### src/rtl/mips_pkg.sv
// Shared definitions for the MIPS core pipeline: widths, memory-stage
// state encoding, execute opcodes and small address helpers.
package mips_pkg;

    localparam int WORD_W = 32;
    localparam int REG_W  = 5;

    // Memory-access stage state encoding
    typedef enum logic [0:0] {
        ST_IDLE   = 1'b0,
        ST_ACCESS = 1'b1
    } mem_state_t;

    // Execute-stage operation codes
    localparam logic [3:0] EXE_ADD = 4'd0;
    localparam logic [3:0] EXE_SUB = 4'd1;
    localparam logic [3:0] EXE_AND = 4'd2;
    localparam logic [3:0] EXE_OR  = 4'd3;
    localparam logic [3:0] EXE_XOR = 4'd4;
    localparam logic [3:0] EXE_NOR = 4'd5;
    localparam logic [3:0] EXE_SLT = 4'd6;
    localparam logic [3:0] EXE_SLL = 4'd7;
    localparam logic [3:0] EXE_SRL = 4'd8;
    localparam logic [3:0] EXE_SRA = 4'd9;
    localparam logic [3:0] EXE_LUI = 4'd10;

    // True when a byte address points at the start of a 32-bit word
    function automatic logic word_aligned(input logic [WORD_W-1:0] addr);
        return (addr[1:0] == 2'b00);
    endfunction

    // Register $zero is hard-wired, so writes to it are always suppressed
    function automatic logic reg_writable(input logic [REG_W-1:0] r, input logic en);
        return en && (r != 5'd0);
    endfunction

endpackage

### src/rtl/mem_wait_timer.sv
// Counts ACCESS cycles spent waiting for dmem_ready and flags the last
// allowed cycle before the transaction is declared a bus error.
module mem_wait_timer #(
    parameter int WAIT_MAX = 16
) (
    input  logic clk,
    input  logic rst,
    input  logic clear,
    input  logic enable,
    output logic terminal
);

    localparam logic [7:0] LAST_COUNT = 8'(WAIT_MAX - 1);

    logic [7:0] count_r;

    // Wait counter: cleared outside ACCESS, counts up while waiting, holds at the last value
    always_ff @(posedge clk) begin
        if (rst) begin
            count_r <= 8'd0;
        end else if (clear) begin
            count_r <= 8'd0;
        end else if (enable && (count_r != LAST_COUNT)) begin
            count_r <= count_r + 8'd1;
        end else begin
            count_r <= count_r;
        end
    end

    assign terminal = enable && (count_r == LAST_COUNT);

endmodule

### src/rtl/mem_access_stage.sv
// Memory-access stage: runs LW/SW on the ready-handshaked data port, stalls
// execute while a transaction is outstanding and emits one registered
// writeback record per accepted instruction.
module mem_access_stage
    import mips_pkg::*;
#(
    parameter int WAIT_MAX = 16
) (
    input  logic              clk,
    input  logic              rst,
    input  logic              ex_valid,
    input  logic [REG_W-1:0]  ex_write_r,
    input  logic              ex_write_en,
    input  logic [WORD_W-1:0] ex_write_data,
    input  logic              ex_read_mm,
    input  logic              ex_write_mm,
    input  logic [WORD_W-1:0] ex_mm_addr,
    input  logic [WORD_W-1:0] ex_store_data,
    output logic              mem_busy,
    output logic              dmem_req,
    output logic              dmem_we,
    output logic [WORD_W-1:0] dmem_addr,
    output logic [WORD_W-1:0] dmem_wdata,
    input  logic              dmem_ready,
    input  logic [WORD_W-1:0] dmem_rdata,
    output logic              wb_valid,
    output logic [REG_W-1:0]  wb_r,
    output logic              wb_en,
    output logic [WORD_W-1:0] wb_data,
    output logic              addr_err,
    output logic              bus_err
);

    mem_state_t        state_r;
    logic              mem_busy_r;
    logic              dmem_req_r;
    logic              dmem_we_r;
    logic [WORD_W-1:0] dmem_addr_r;
    logic [WORD_W-1:0] dmem_wdata_r;
    logic [REG_W-1:0]  lat_r_r;
    logic              lat_en_r;
    logic              wb_valid_r;
    logic [REG_W-1:0]  wb_r_r;
    logic              wb_en_r;
    logic [WORD_W-1:0] wb_data_r;
    logic              addr_err_r;
    logic              bus_err_r;

    logic              timer_clear_s;
    logic              timer_enable_s;
    logic              timeout_s;
    logic              is_mem_op_s;
    logic              mem_op_ok_s;

    // Decode of the instruction offered by execute
    always_comb begin
        is_mem_op_s = ex_read_mm || ex_write_mm;
        mem_op_ok_s = (ex_read_mm ^ ex_write_mm) && word_aligned(ex_mm_addr);
    end

    // The timer only runs during ACCESS and is held at zero otherwise
    always_comb begin
        timer_clear_s  = (state_r == ST_IDLE);
        timer_enable_s = (state_r == ST_ACCESS);
    end

    mem_wait_timer #(
        .WAIT_MAX (WAIT_MAX)
    ) u_wait_timer (
        .clk      (clk),
        .rst      (rst),
        .clear    (timer_clear_s),
        .enable   (timer_enable_s),
        .terminal (timeout_s)
    );

    // Stage FSM with transaction latches and registered writeback record
    always_ff @(posedge clk) begin
        if (rst) begin
            state_r      <= ST_IDLE;
            mem_busy_r   <= 1'b0;
            dmem_req_r   <= 1'b0;
            dmem_we_r    <= 1'b0;
            dmem_addr_r  <= 32'd0;
            dmem_wdata_r <= 32'd0;
            lat_r_r      <= 5'd0;
            lat_en_r     <= 1'b0;
            wb_valid_r   <= 1'b0;
            wb_r_r       <= 5'd0;
            wb_en_r      <= 1'b0;
            wb_data_r    <= 32'd0;
            addr_err_r   <= 1'b0;
            bus_err_r    <= 1'b0;
        end else begin
            // Pulses default low; the branches below raise them for one cycle
            wb_valid_r <= 1'b0;
            addr_err_r <= 1'b0;
            bus_err_r  <= 1'b0;
            case (state_r)
                ST_IDLE: begin
                    if (ex_valid && !is_mem_op_s) begin
                        wb_valid_r <= 1'b1;
                        wb_r_r     <= ex_write_r;
                        wb_en_r    <= reg_writable(ex_write_r, ex_write_en);
                        wb_data_r  <= ex_write_data;
                    end else if (ex_valid && mem_op_ok_s) begin
                        state_r      <= ST_ACCESS;
                        mem_busy_r   <= 1'b1;
                        dmem_req_r   <= 1'b1;
                        dmem_we_r    <= ex_write_mm;
                        dmem_addr_r  <= ex_mm_addr;
                        dmem_wdata_r <= ex_store_data;
                        lat_r_r      <= ex_write_r;
                        lat_en_r     <= ex_write_en;
                    end else if (ex_valid) begin
                        // Misaligned or contradictory memory op: report, never touch the bus
                        wb_valid_r <= 1'b1;
                        wb_r_r     <= ex_write_r;
                        wb_en_r    <= 1'b0;
                        wb_data_r  <= ex_mm_addr;
                        addr_err_r <= 1'b1;
                    end else begin
                        state_r <= ST_IDLE;
                    end
                end
                ST_ACCESS: begin
                    if (dmem_ready) begin
                        // Ready takes priority over a timeout in the same cycle
                        state_r    <= ST_IDLE;
                        mem_busy_r <= 1'b0;
                        dmem_req_r <= 1'b0;
                        dmem_we_r  <= 1'b0;
                        wb_valid_r <= 1'b1;
                        wb_r_r     <= lat_r_r;
                        if (dmem_we_r) begin
                            wb_en_r   <= 1'b0;
                            wb_data_r <= dmem_addr_r;
                        end else begin
                            wb_en_r   <= reg_writable(lat_r_r, lat_en_r);
                            wb_data_r <= dmem_rdata;
                        end
                    end else if (timeout_s) begin
                        state_r    <= ST_IDLE;
                        mem_busy_r <= 1'b0;
                        dmem_req_r <= 1'b0;
                        dmem_we_r  <= 1'b0;
                        wb_valid_r <= 1'b1;
                        wb_r_r     <= lat_r_r;
                        wb_en_r    <= 1'b0;
                        wb_data_r  <= dmem_addr_r;
                        bus_err_r  <= 1'b1;
                    end else begin
                        state_r <= ST_ACCESS;
                    end
                end
                default: begin
                    state_r    <= ST_IDLE;
                    mem_busy_r <= 1'b0;
                    dmem_req_r <= 1'b0;
                    dmem_we_r  <= 1'b0;
                end
            endcase
        end
    end

    assign mem_busy   = mem_busy_r;
    assign dmem_req   = dmem_req_r;
    assign dmem_we    = dmem_we_r;
    assign dmem_addr  = dmem_addr_r;
    assign dmem_wdata = dmem_wdata_r;
    assign wb_valid   = wb_valid_r;
    assign wb_r       = wb_r_r;
    assign wb_en      = wb_en_r;
    assign wb_data    = wb_data_r;
    assign addr_err   = addr_err_r;
    assign bus_err    = bus_err_r;

endmodule

### config.mk
export PLATFORM = sky130hd
export DESIGN_NAME = mem_access_stage
export DESIGN_NICKNAME = d
export VERILOG_FILES = /design/src/rtl/mips_pkg.sv /design/src/rtl/mem_wait_timer.sv /design/src/rtl/mem_access_stage.sv
export SDC_FILE = /design/constraint.sdc
export NUM_CORES = 1
export LEC_CHECK = 0
export CORE_ASPECT_RATIO = 0.6
export CORE_MARGIN = 10
export CORE_UTILIZATION = 45
export CTS_CLUSTER_DIAMETER = 100
export CTS_CLUSTER_SIZE = 8
export DETAILED_ROUTE_END_ITERATION = 8
export DONT_BUFFER_PORTS = 1
export PLACE_DENSITY = 0.7
export SYNTH_ARGS = -nofsm -noshare
export SYNTH_HDL_FRONTEND = slang
export SYNTH_SLANG_ARGS = --single-unit
### constraint.sdc
create_clock -name clk -period 5.3 [get_ports clk]
set_input_delay 0.265 -clock clk [delete_from_list [all_inputs] [get_ports clk]]
set_output_delay 0.265 -clock clk [all_outputs]
set_load 0.005 [all_outputs]
[Word-level counts from Yosys, hierarchy flattened]
Index checks and enable logic that the tools add are counted.
Word-level totals
  register bits after elaboration: 122
  input port bits: 140
  output and inout port bits: 108
  logic and storage cells: 81
Cells by class
  add/subtract/negate cells: 1
  equal/unequal tests: 7
  mux-type cells: 38
  bitwise operators: 3
  reduce and logical (&&, ||, !) cells: 18
Operators by type and width (number)
  32-bit 2-to-1 mux: 6
  32-bit one-hot mux with 2 select lines: 1
  5-bit 2-to-1 mux: 5
  1-bit 2-to-1 mux: 20
  1-bit one-hot mux with 2 select lines: 5
  5-bit one-hot mux with 2 select lines: 1
  5-bit nonzero test: 2
  3-bit AND reduction: 3
  8-bit by 1-bit adder with 8-bit output (second input constant): 1
  8-bit by 4-bit == test with 1-bit output (second input constant): 1
  8-bit by 4-bit != test with 1-bit output (second input constant): 1
  1-bit logical AND: 7
  3-bit by 2-bit != test with 1-bit output (second input constant): 2
  3-bit OR reduction: 2
  3-bit != test (second input constant): 1
  2-bit logical NOT: 1
  2-bit by 1-bit != test with 1-bit output (second input constant): 1
  2-bit != test (second input constant): 1
  1-bit NOT: 2
  2-bit OR reduction: 1
  1-bit logical NOT: 1
  1-bit logical OR: 1
  1-bit XOR: 1

[Longest topological paths before layout]
  depth after elaboration: 6
  mapped depth: 8
  mapped depth without buffers: 6

[Modules after synthesis]
Synthesis repeated with hierarchy kept, for this count alone.
Unflattened totals
  cell total of the unflattened synthesis: 593
  area total of the unflattened synthesis: 5383.9 um^2
By module, submodules not included
  mem_access_stage: instances 1, cells an instance 546, area each 4974.8 um^2, sequential area each 2282.2 um^2
  mem_wait_timer: instances 1, cells an instance 47, area each 409.1 um^2, sequential area each 160.2 um^2

[Least setup slack after synthesis]
OpenSTA, ideal clock, no wires.
  path type: reg2reg
  from: register u_wait_timer.count_r[0]
  to: register wb_data_r[22], in the netlist wb_data[22]
  setup time: 121 ps
  arrival time: 1597 ps
  required time: 5179 ps
  path slack: 3582 ps
  cell stages (with the launch flop): 8
  buffers on the path: 2
  clock period less this slack: 1718 ps
  cells stage by stage: dfxtp_1 > ha_1 > and3_1 > clkbuf_1 > a211o_2 > nand2_1 > buf_2 > o21ai_1
Between the ends
  cells in the longest elaborated chain, start to end: 4
Ends and longest elaborated chain
  from (decl): RTL line mem_wait_timer.sv:15  | logic [7:0] count_r;
  from (signal assigned): RTL line mem_wait_timer.sv:24  | count_r <= count_r + 8'd1;
  from (signal assigned): RTL line mem_wait_timer.sv:26  | count_r <= count_r;
  8-bit by 4-bit == test with 1-bit output: RTL line mem_wait_timer.sv:30  | assign terminal = enable && (count_r == LAST_COUNT);
  1-bit logical AND: RTL line mem_wait_timer.sv:30
  3-bit by 2-bit != test with 1-bit output (no source line)
  3-bit AND reduction (no source line)
  to (signal assigned): RTL line mem_access_stage.sv:105  | wb_data_r <= ex_write_data;
  to (signal assigned): RTL line mem_access_stage.sv:120  | wb_data_r <= ex_mm_addr;
  to (signal assigned): RTL line mem_access_stage.sv:137  | wb_data_r <= dmem_addr_r;
  to (decl): RTL line mem_access_stage.sv:45  | logic [WORD_W-1:0] wb_data_r;
No other way between the ends.
A chain may end at the register's enable or synchronous reset.

[Final worst setup path]
  from: register state_r
  to: register wb_data_r[0], in the netlist wb_data[0]
Between the ends
  cells in the longest elaborated chain, start to end: 3
  elaborated cells on any way between the ends: 7
  those cells by class: eq/ne (3); mux (1); bitwise (1); reduce/logical (2)
Ends and longest elaborated chain
  from (decl): RTL line mem_access_stage.sv:34  | mem_state_t state_r;
  from (signal assigned): RTL line mem_access_stage.sv:80  | state_r <= ST_IDLE;
  from (signal assigned): RTL line mem_access_stage.sv:107  | state_r <= ST_ACCESS;
  from (signal assigned): RTL line mem_access_stage.sv:123  | state_r <= ST_IDLE;
  1-bit logical AND or 1-bit NOT (tied branches)
  3-bit by 2-bit != test with 1-bit output (no source line) or 3-bit != test (tied branches)
  3-bit AND reduction (no source line)
Parallel ways exist; a longest one is shown, timed or not.

==> implementation parameters <==
Parameter                              Value

Die
  I/O pin count    248
  Total die area    17,670 µm²
  Initial Utilization    46.51%
  Number of rows in the core area    31
  Die width    165.1 µm
  Overall die height    107.0 µm
  Core Box Area    12,220 µm²

Synthesis
  Gate count of the mapped netlist    around 730
  Share of synthesized registers carrying an async set or reset    0%
  Count of distinct cell types in the synthesized netlist    39
  Synthesized-area fraction occupied by adder cells    0.4403%
  Avg Cell Area, Syn    between 7 and 8 µm²
  Area share of and/or/nand/nor cells after synthesis    24.28%
  Post-Synthesis Net Count    875
  Share of Yosys cell area claimed by the top area cell type    42.98%
  EDFF count, synth    0
  Xor and xnor fraction of the mapped netlist area    0.7706%
  Flip-flop and latch count after synthesis    approximately 120
  Share of synthesized area occupied by flip-flops and latches    a little over two fifths
  Largest family of logic cells by synthesized area    compound AO/OA/AOI/OAI gates
  Number of synthesis warnings    0
  Mux contribution to synthesized area    less than 1%
  Synthesized area    around 5700 µm²
  Most common flop cell mapped by yosys    sky130_fd_sc_hd__dfxtp_1
  Compound-cell area share of the yosys netlist    25.01%
  Biggest area contributors in the synthesized netlist    sky130_fd_sc_hd__dfxtp_1 43%, sky130_fd_sc_hd__nand2_1 14%, sky130_fd_sc_hd__a21oi_1 6.8%
  Cell type with the largest total area after synthesis    sky130_fd_sc_hd__dfxtp_1

Layout
  Layout cells sized above 1    6.623%
  Fill count    1,106
  Sequential cell area    2444 µm²
  Post-route standard cell area excluding fillers    6964 µm²
  Combined area of the multi-input logic cells    2939 µm²
  Highest-count cells in the layout ignoring fill and taps    206 x sky130_fd_sc_hd__nand2_1, 121 x sky130_fd_sc_hd__dfxtp_1, 77 x sky130_fd_sc_hd__a21oi_1, 67 x sky130_fd_sc_hd__dlygate4sd3_1, 34 x sky130_fd_sc_hd__o21ai_0
  Final net count    899
  Area growth from synthesis to layout    22.55%
  Leading cell type in the layout, fill and taps excluded    sky130_fd_sc_hd__nand2_1

Place
  Setup slack at placement    2.131 ns
  Routability-driven placement congestion ratio    0.8935
  Area of placed instances    about 5600 µm²
  Dpl hpwl    14.06 mm
  Number of buffers added on ports    0

Timing
  Least-Margin Pin Slew    1.269 ns
  Max-slew violation count    0
  Hold Vio Cnt, Final    0
  Final cycle utilization of the critical path    59.13%
  Post-layout minimum cycle time    around 3.1 ns
  Final Skew    0.01107 ns
  Finish-stage setup viols    0
  Final Worst Setup Slack    approximately 2.2 ns
  Slew margin rel.    15.12%
  Setup repair after global routing missed its margin    false
  Fmax    between 300 and 400 MHz
  Accumulated negative setup slack    0 ns

Route
  Number of violations reported at the end of detailed-routing iteration 0    roughly 500
  Via-per-instance ratio    6.138
  Number of nets with antenna violations after routing    0
  Total routed wirelength    21.62 mm
  DR DRC count    0
  Via count    5,757
  TritonRoute pass-1 iters    5
  Routed wire length per instance    23.04 µm

Power and ir drop
  Internal power of the cells    0.001800 W
  Clock Power Share    between 40 and 50%
  Total power    roughly 0.0024 W
  Areal power density over the cells    about 340 nW/µm²
  Sw frac    24.60%
  Switching component of the power    0.0005871 W
  Leak pwr    2.451 nW
  Flop pwr share    a little over two fifths
  Peak supply drop    207.2 µV
  Part of the total power dissipated in combinational logic    8.5%

Critical path
  Slowest Stage Delay on Critical Path    1.00 ns
  Maximum fanout encountered on the critical timing path    33
  Worst-case register-to-register setup slack    roughly 2.2 ns
  Cells traversed along the worst timing path    nor2_1 -> a21oi_1 -> nand2_1 -> o21ai_0
  R2R cell count    4
  Critical Path RT    5.60 ns
  Levels on crit path    4
  Arrival time at the worst endpoint    between 3 and 4 ns
  Kind of launch point of the worst setup path    register
  Type of the worst setup path    reg -> reg
  Dominant delay contributor by cell family on the critical path    compound AO/OA/AOI/OAI gates
  Cell type of the slowest stage on the worst timing path    sky130_fd_sc_hd__nand2_1
  Count of buffer and inverter cells on the critical path    0
  Endpoint class of the critical path    register

Global route
  Antenna violations before repair    3
  Maximum number of pins on one net before global-route repair    82
  Global-route wire length before repair    32.55 mm
  Overall Global Routing Usage    23.30%
  Fraction of met1 tracks used by global routing    27.27%
  Number of global-route vias before repair    approximately 5.7k
  Global routing met2 resource utilization    a little over a third
  Busiest layer in global routing    met2
  Met3 demand-to-capacity share in global routing    10.28%
  Global route total overflow    0

Flow run
  Max Cap Violations    0

CTS
  Number of buffers created by CTS    17
  Root Buffer Master    sky130_fd_sc_hd__clkbuf_16
  Clock network latency to the later pin of the worst-skew pair    0.41 ns
  TritonCTS clock tree    built
  Number of levels in the clock H-tree    4
  Post-CTS setup buffer count    0
  Resized Gates After CTS    0
  Register clock-pin slew on the reported worst setup and hold paths    around 0.05 ns
  Maximum root-to-sink buffer count    2
  Sinks on the clock net    122

Outcome
  Outcome    finished, final reports clean

Hold path
  Cell count of the worst hold path    2
  Path category of the worst min-delay check    in -> reg
## routing by layer
metal / wire length [µm] / vias to the layer above
li1: - / 2608
met1: 8080 / 2725
met2: 9976 / 376
met3: 2950 / 48
met4: 608 / 0
met5: 0 / -
## power by group through the flow
stage / clock network (W) / logic (W) / registers, W
3_5_place_dp: 0 / 0.000147 / 0.00101
3_3_place_gp: 0 / 0.000140 / 0.00101
4_1_cts: 0.00121 / 0.000200 / 0.000993
6_report: 0.00119 / 0.000204 / 0.000993
2_1_floorplan: 0 / 0.000138 / 0.000994
5_1_grt: 0.00125 / 0.000223 / 0.000997
## through the flow
| stage | cells | hold slack [ns] | util, % |
|---|---|---|---|
| finish | 938 | 0.01331 | 57.00 |
| floorplan | 733 | 0.3443 | - |
| CTS | 935 | 0.001109 | 56.94 |
| global placement | 835 | 0.3475 | 46.21 |
| global route | 938 | 0.01595 | 57.00 |
| detailed placement | 835 | 0.3475 | 46.21 |
## final cells by class
type	instances	share of cell area, %
Inverter	3	0.1617
Multi-Input combinational cell	539	42.20
Clock inverter	11	1.904
Antenna cell	3	0.1078
Timing Repair Buffer	74	10.67
Sequential cell	122	35.09
Tap cell	165	2.964
Clock buffer	21	6.899
## flip-flops by register name, summed over array words and instances, names as in the netlist
signal,cells
dmem_addr,32
dmem_wdata,32
wb_data,32
u_wait_timer.count_r,8
lat_r_r,5
wb_r,5
addr_err,1
bus_err,1
dmem_req,1
dmem_we,1
lat_en_r,1
state_r,1
wb_en,1
wb_valid,1
## final timing paths
kind	start	to
min	ex_mm_addr[15]	dmem_addr[15]
min reg2reg	lat_en_r	lat_en_r
max	state_r	wb_data[0]
max reg2reg	state_r	wb_data[0]
## logic make-up (layout without fill, tap and decap cells)
group                      Yosys count  count (layout)
DFF                                122             122
xor gates and xnor gates             5               5
other                                0               3
muxes                                5               5
buffers and inverters               72             109
AOI/OAI and AO/OA                  224             224
and+or+nand+nor                    303             303
adders and majority gates            2               2
## Yosys cell counts, drive strengths merged, types with 2 or more instances
master / n
dfxtp: 122
or4: 2
ha: 2
a211oi: 33
and3: 33
nor2: 10
buf: 19
xnor2: 2
mux2i: 5
nor3: 2
a31oi: 2
a311oi: 5
a311o: 32
nor3b: 5
nand2: 207
clkbuf: 50
o21ai: 66
nor2b: 33
nand2b: 2
xor2: 3
inv: 3
nand3: 4
a21oi: 81
## what timing repair did
| action | CTS | global route |
|---|---|---|
| endpoints found under the setup margin | 0 | 0 |
| hold buffers | 68 | 0 |
| hold endpoints to repair | 82 | 0 |
Note: power is estimated with default switching activity, not from simulation.
